### config.mk
export PLATFORM = sky130hd
export DESIGN_NAME = reg_view_sequencer
export DESIGN_NICKNAME = d
export VERILOG_FILES = /design/src/rtl/reg_view_sequencer_pkg.sv /design/src/rtl/reg_view_sequencer_tick_gen.sv /design/src/rtl/reg_view_sequencer.sv
export SDC_FILE = /design/constraint.sdc
export NUM_CORES = 1
export LEC_CHECK = 0
export BUFFER_PORTS_ARGS = -buffer_cell sky130_fd_sc_hd__buf_4
export CORE_MARGIN = 1.5
export CORE_UTILIZATION = 46
export CTS_BUF_LIST = sky130_fd_sc_hd__clkbuf_2
export CTS_CLUSTER_SIZE = 40
export DETAILED_ROUTE_END_ITERATION = 6
export GPL_ROUTABILITY_DRIVEN = 0
export GPL_TIMING_DRIVEN = 0
export PLACE_DENSITY_LB_ADDON = 0.12
export SLEW_MARGIN = 30
export SYNTH_ARGS = -nofsm -noshare
export SYNTH_HDL_FRONTEND = slang
export SYNTH_SLANG_ARGS = --single-unit
### constraint.sdc
create_clock -name i_clk -period 2.6 [get_ports i_clk]
set_input_delay 0.39 -clock i_clk [delete_from_list [all_inputs] [get_ports i_clk]]
set_output_delay 0.39 -clock i_clk [all_outputs]
set_load 0.05 [all_outputs]
### src/rtl/reg_view_sequencer_pkg.sv
// rtl/reg_view_sequencer_pkg.sv - shared state encoding and pair addressing helpers
package reg_view_sequencer_pkg;

  typedef logic [0:0] state_t;
  localparam state_t ST_IDLE = 1'b0;
  localparam state_t ST_PEND = 1'b1;

  // Pair index is one bit narrower than a register address; kept at least 1 bit wide.
  function automatic int pair_idx_w(input int nregs);
    int w;
    w = $clog2(nregs) - 1;
    return (w < 1) ? 1 : w;
  endfunction

  function automatic int unsigned pair_addr(input int unsigned idx, input logic odd);
    return (idx << 1) | {31'd0, odd};
  endfunction

endpackage

### src/rtl/reg_view_sequencer_tick_gen.sv
// rtl/reg_view_sequencer_tick_gen.sv - free-running PERIOD counter with restart and expire pulse
module tick_gen #(
  parameter int PERIOD = 50_000_000
) (
  input  logic i_clk,
  input  logic i_reset,
  input  logic i_restart,
  output logic o_expire
);

  localparam int CW = (PERIOD > 1) ? $clog2(PERIOD) : 1;

  logic [CW-1:0] r_cnt;
  logic          w_term;

  assign w_term   = (r_cnt == CW'(PERIOD - 1));
  assign o_expire = w_term;

  always_ff @(posedge i_clk or posedge i_reset) begin
    if (i_reset) begin
      r_cnt <= '0;
    end else if (i_restart || w_term) begin
      r_cnt <= '0;
    end else begin
      r_cnt <= r_cnt + CW'(1);
    end
  end

endmodule

### src/rtl/reg_view_sequencer.sv
// rtl/reg_view_sequencer.sv - display read scheduler sharing the register file read ports with the CPU
module reg_view_sequencer
  import reg_view_sequencer_pkg::*;
#(
  parameter int NREGS        = 16,
  parameter int DATA_W       = 16,
  parameter int PERIOD       = 50_000_000,
  parameter int STARVE_LIMIT = 255,
  localparam int AW          = $clog2(NREGS),
  localparam int PW          = pair_idx_w(NREGS)
) (
  input  logic              i_clk,
  input  logic              i_reset,
  input  logic              i_step,
  input  logic              i_auto_en,
  input  logic              i_cpu_req,
  input  logic [AW-1:0]     i_cpu_r_addr,
  input  logic [AW-1:0]     i_cpu_s_addr,
  input  logic [DATA_W-1:0] i_rf_R,
  input  logic [DATA_W-1:0] i_rf_S,
  output logic [AW-1:0]     o_rf_r_addr,
  output logic [AW-1:0]     o_rf_s_addr,
  output logic [DATA_W-1:0] o_disp_R,
  output logic [DATA_W-1:0] o_disp_S,
  output logic [PW-1:0]     o_view_idx,
  output logic              o_stall_cpu
);

  localparam int WW       = (STARVE_LIMIT > 0) ? $clog2(STARVE_LIMIT + 1) : 1;
  localparam int LAST_IDX = NREGS / 2 - 1;

  state_t            r_state;
  logic              r_step_q;
  logic [PW-1:0]     r_view_idx;
  logic [WW-1:0]     r_wait_cnt;
  logic              r_stall;
  logic [DATA_W-1:0] r_disp_R;
  logic [DATA_W-1:0] r_disp_S;

  logic          w_edge;
  logic          w_expire;
  logic          w_adv;
  logic [PW-1:0] w_idx_nxt;
  logic [WW-1:0] w_wait_nxt;

  assign w_edge = i_step & ~r_step_q;
  // An edge coinciding with an auto expiry is still one advance.
  assign w_adv  = w_edge | (w_expire & i_auto_en);

  assign w_idx_nxt  = (r_view_idx == PW'(LAST_IDX)) ? '0 : r_view_idx + PW'(1);
  assign w_wait_nxt = (r_wait_cnt == WW'(STARVE_LIMIT)) ? r_wait_cnt : r_wait_cnt + WW'(1);

  tick_gen #(
    .PERIOD(PERIOD)
  ) u_tick_gen (
    .i_clk    (i_clk),
    .i_reset  (i_reset),
    .i_restart(w_edge),
    .o_expire (w_expire)
  );

  always_comb begin
    o_rf_r_addr = AW'(pair_addr(32'(r_view_idx), 1'b0));
    o_rf_s_addr = AW'(pair_addr(32'(r_view_idx), 1'b1));
    if (i_cpu_req) begin
      o_rf_r_addr = i_cpu_r_addr;
      o_rf_s_addr = i_cpu_s_addr;
    end
  end

  always_ff @(posedge i_clk or posedge i_reset) begin
    if (i_reset) begin
      r_state    <= ST_PEND;
      r_step_q   <= 1'b0;
      r_view_idx <= '0;
      r_wait_cnt <= '0;
      r_stall    <= 1'b0;
      r_disp_R   <= '0;
      r_disp_S   <= '0;
    end else begin
      r_step_q <= i_step;
      if (w_adv) begin
        r_view_idx <= w_idx_nxt;
      end
      if (r_state == ST_IDLE) begin
        if (w_adv || w_expire) begin
          r_state <= ST_PEND;
        end
      end else if (!i_cpu_req) begin
        r_disp_R   <= i_rf_R;
        r_disp_S   <= i_rf_S;
        r_wait_cnt <= '0;
        r_stall    <= 1'b0;
        // An advance landing on the capture edge keeps the read pending for the new pair.
        r_state    <= w_adv ? ST_PEND : ST_IDLE;
      end else begin
        r_wait_cnt <= w_wait_nxt;
        if (w_wait_nxt == WW'(STARVE_LIMIT)) begin
          r_stall <= 1'b1;
        end
      end
    end
  end

  assign o_disp_R    = r_disp_R;
  assign o_disp_S    = r_disp_S;
  assign o_view_idx  = r_view_idx;
  assign o_stall_cpu = r_stall;

endmodule

==> metrics <==
CTS sink cnt=72; Ant. Diodes=0; achievable frequency=440.9 MHz; DP Cell Count=504; M2 GR Usage=31.34%; global routing usage on met1=23.50%; worst path arrival time=2650 ps; max_slew headroom=60.82%; syn avg cell area=10.78 sq um; post-synthesis register bit count=72; area growth from synthesis to layout=28.03%; total power=3.228 mW; DRT iter0 DRCs=105; mux share of post-synthesis cell area=11.57%; Worst Hold Class=in -> reg; LEAKAGE=1.951 nW; Reg2Reg Setup Slack=330 ps; Final Cycle Share=87.23%; worst r2r src=u_tick_gen.r_cnt[0]$_DFF_PP0_; PnR worst setup slack=332.1 ps; Synth Area in Compound Gates=10.84%; Hold WS=91.81 ps; met3 GRT Util=4.155%; Slew @ Worst Pin=584.2 ps; largest family of logic cells by synthesized area=simple AND/OR/NAND/NOR gates; via count=2726; Worst-path clk slew=220 ps; vias in the first global route=2435; Hold Path Depth=2; CP max-delay cell=o31ai_2; PortBufs=88; Setup Viol. Count Final=0; die area=7929 sq um; synth unique cells=41; Die X=89.05 um; fin nets=467; Mapped Area=3406 sq um; share of flip-flops with an asynchronous set or reset=100.0%; chip height=89.05 um; Ys Warns=0; PD cells=740.4 nW/um^2; RSZ-0062 raised after global routing=false; R2R cell count=6; max-slew violation count=0; initial core utilization=47.21%; CP max FO=10; final critical-path required period=2268 ps; postcts setup bufs=0; DP HPWL=5.213 mm; outcome=finished clean; initial antenna violation count=0; Post-Layout Cell Count=522; most common cell after layout, fill and taps aside=buf_4; Reg-to-Reg End=u_tick_gen.r_cnt[17]$_DFF_PP0_; commonest non-fill, non-tap cells in the layout=buf_4 (88), dfrtp_1 (71), mux2_2 (35); switch share=40.80%; critical setup path kind=reg -> reg; Sequential Power Share=43.6%; row count=31; Num CTS Buffers=9; Comb pwr share=36.4%; Hold Fails Final Rpt=0; Min-Delay Endpoint=o_disp_S[12]$_DFFE_PP0P_; I/O Pins=89; final clock skew=22.71 ps; Synth Instances=316; Top Usage Layer GRT=met2; iteration count of the initial detailed-routing pass=4; Root Buffer=clkbuf_2; worst-skew pair later-pin latency=500 ps; Core Area=7214 sq um; Crit path required time=2980 ps; CP Capture Type=flip-flop; Net Switching=1.317 mW; Clock Power Share=20.0%; final core occ=60.44%; crit path launch=u_tick_gen.r_cnt[0]$_DFF_PP0_; Post-Synth Adder-Cell Area=1.470%; largest net degree at the start of global routing=48; first-pass GRT wire length=11.17 mm; # Max-Cap Violations=0; P_int=1.911 mW; Seq/Total Area, Yosys=52.94%; Synth Net Count=365; total wire length=7.338 mm; CTS H-tree lvls=3; Clock Tree Buf Depth=2; Main synth FF type=dfrtp_1; grt ovf=0; drt wl/cell=14.06 um; share of layout cells above drive strength 1=35.22%; via/cell ratio=5.222; xor/xnor cell area share of the yosys netlist=2.572%; CTS tree=built; crit-path cells=ha_1 -> and2_1 -> nand2_1 -> o31ai_2 -> clkbuf_1 -> a21oi_1; Post-synth EDFFs=0; pre-CTS setup slack=179.6 ps; Routed Antenna Nets=0; worst vdd ir=0.3690 mV; GRT Total Usage=18.55%; min-delay src=i_rf_S[12]; Post-Synth Simple-Gate Area=17.41%; crit start category=flip-flop; DRC=0; Max stage delay on crit path=560 ps
routing by layer:
layer	vias to the layer above	wire length, um	part of all wire [%]
met1	1328	3279	45
li1	1352	-	-
met2	37	3765	51
met3	9	193	2.6
met5	-	0	0
met4	0	99	1.3
cells in the mapped netlist (3+ instances only):
library cell   n  share of area, %
nand4_1        7               1.3
o2111ai_1      3              0.77
dfrtp_1       71                52
xnor2_1        6               1.5
nor2_1        20               2.2
nand3_1       17               2.5
o21ai_0       15               2.2
ha_1           4               1.5
o22ai_1        3              0.55
mux2_2        35                12
nand2b_1       5              0.92
and4_1         3              0.77
or3_1          8               1.5
clkbuf_1      10               1.1
nand2_1       26               2.9
inv_1         13               1.4
a21oi_1       21               3.1
and3_1         5              0.92
xor2_1         4               1.0
or4_1          6               1.3
o31ai_1        8               1.8
power groups by stage:
stage | Clock, mW | Combinational, mW | Sequential (mW)
final | 0.645 | 1.17 | 1.41
after global routing | 0.710 | 1.24 | 1.44
after CTS | 0.670 | 1.19 | 1.41
after detailed placement | 0 | 1.18 | 1.43
after global placement | 0 | 1.16 | 1.42
after floorplan | 0 | 0.368 | 1.86
state kept, by name, indices dropped and copies added, names as in the netlist:
| signal | cells |
|---|---|
| o_disp_R | 16 |
| r_wait_cnt | 8 |
| r_state | 1 |
| u_tick_gen.r_cnt | 26 |
| o_view_idx | 3 |
| r_step_q | 1 |
| o_stall_cpu | 1 |
| o_disp_S | 16 |
area by class of cell:
| cell class | count | area, sq um |
|---|---|---|
| Inverter | 13 | 51.30 |
| Timing Repair Buffer | 91 | 708.2 |
| Multi-Input combinational cell | 219 | 1499 |
| Buffer | 12 | 60.06 |
| Tap cell | 99 | 123.9 |
| Clock buffer | 9 | 45.04 |
| Clock inverter | 7 | 70.07 |
| Sequential cell | 72 | 1803 |
| Fill cell | 648 | 2854 |
how the worst max path moves through the flow:
stage,end,depth (start not counted)
2_1_floorplan,o_disp_R[0]$_DFFE_PP0P_,1
3_3_place_gp,r_wait_cnt[1]$_DFFE_PP0P_,2
3_5_place_dp,u_tick_gen.r_cnt[2]$_DFF_PP0_,6
4_1_cts,u_tick_gen.r_cnt[21]$_DFF_PP0_,6
5_1_grt,u_tick_gen.r_cnt[17]$_DFF_PP0_,6
6_report,u_tick_gen.r_cnt[17]$_DFF_PP0_,6
kinds of logic after synthesis:
family                   Yosys count
flip-flops                        72
AND/OR/NAND/NOR                  110
AO/OA/AOI/OAI                     60
XOR/XNOR                          10
buffers and inverters             25
adder cells (fa/ha/maj)            4
multiplexers                      35
worst max-delay path: cells and delay by family, from the launching register on:
kind            cells  cell delay (ps)
flops               1              450
buf+inv             1              460
fa+ha+maj           1              280
compound gates      2              640
simple gates        2              320
per-stage QoR:
stage          instance area (sq um)  setup TNS, ps
2_1_floorplan                   3406              0
3_3_place_gp                    4190         -37080
3_5_place_dp                    4220              0
4_1_cts                         4355              0
5_1_grt                         4360              0
6_report                        4360              0
repair_timing:
action                                  in CTS  in global routing
endpoints found under the setup margin       0                 16
resized for setup                            0                  1
hold buffers                                 2                  0
hold endpoints to repair                    26                  0
(Power assumes the default switching activity.)
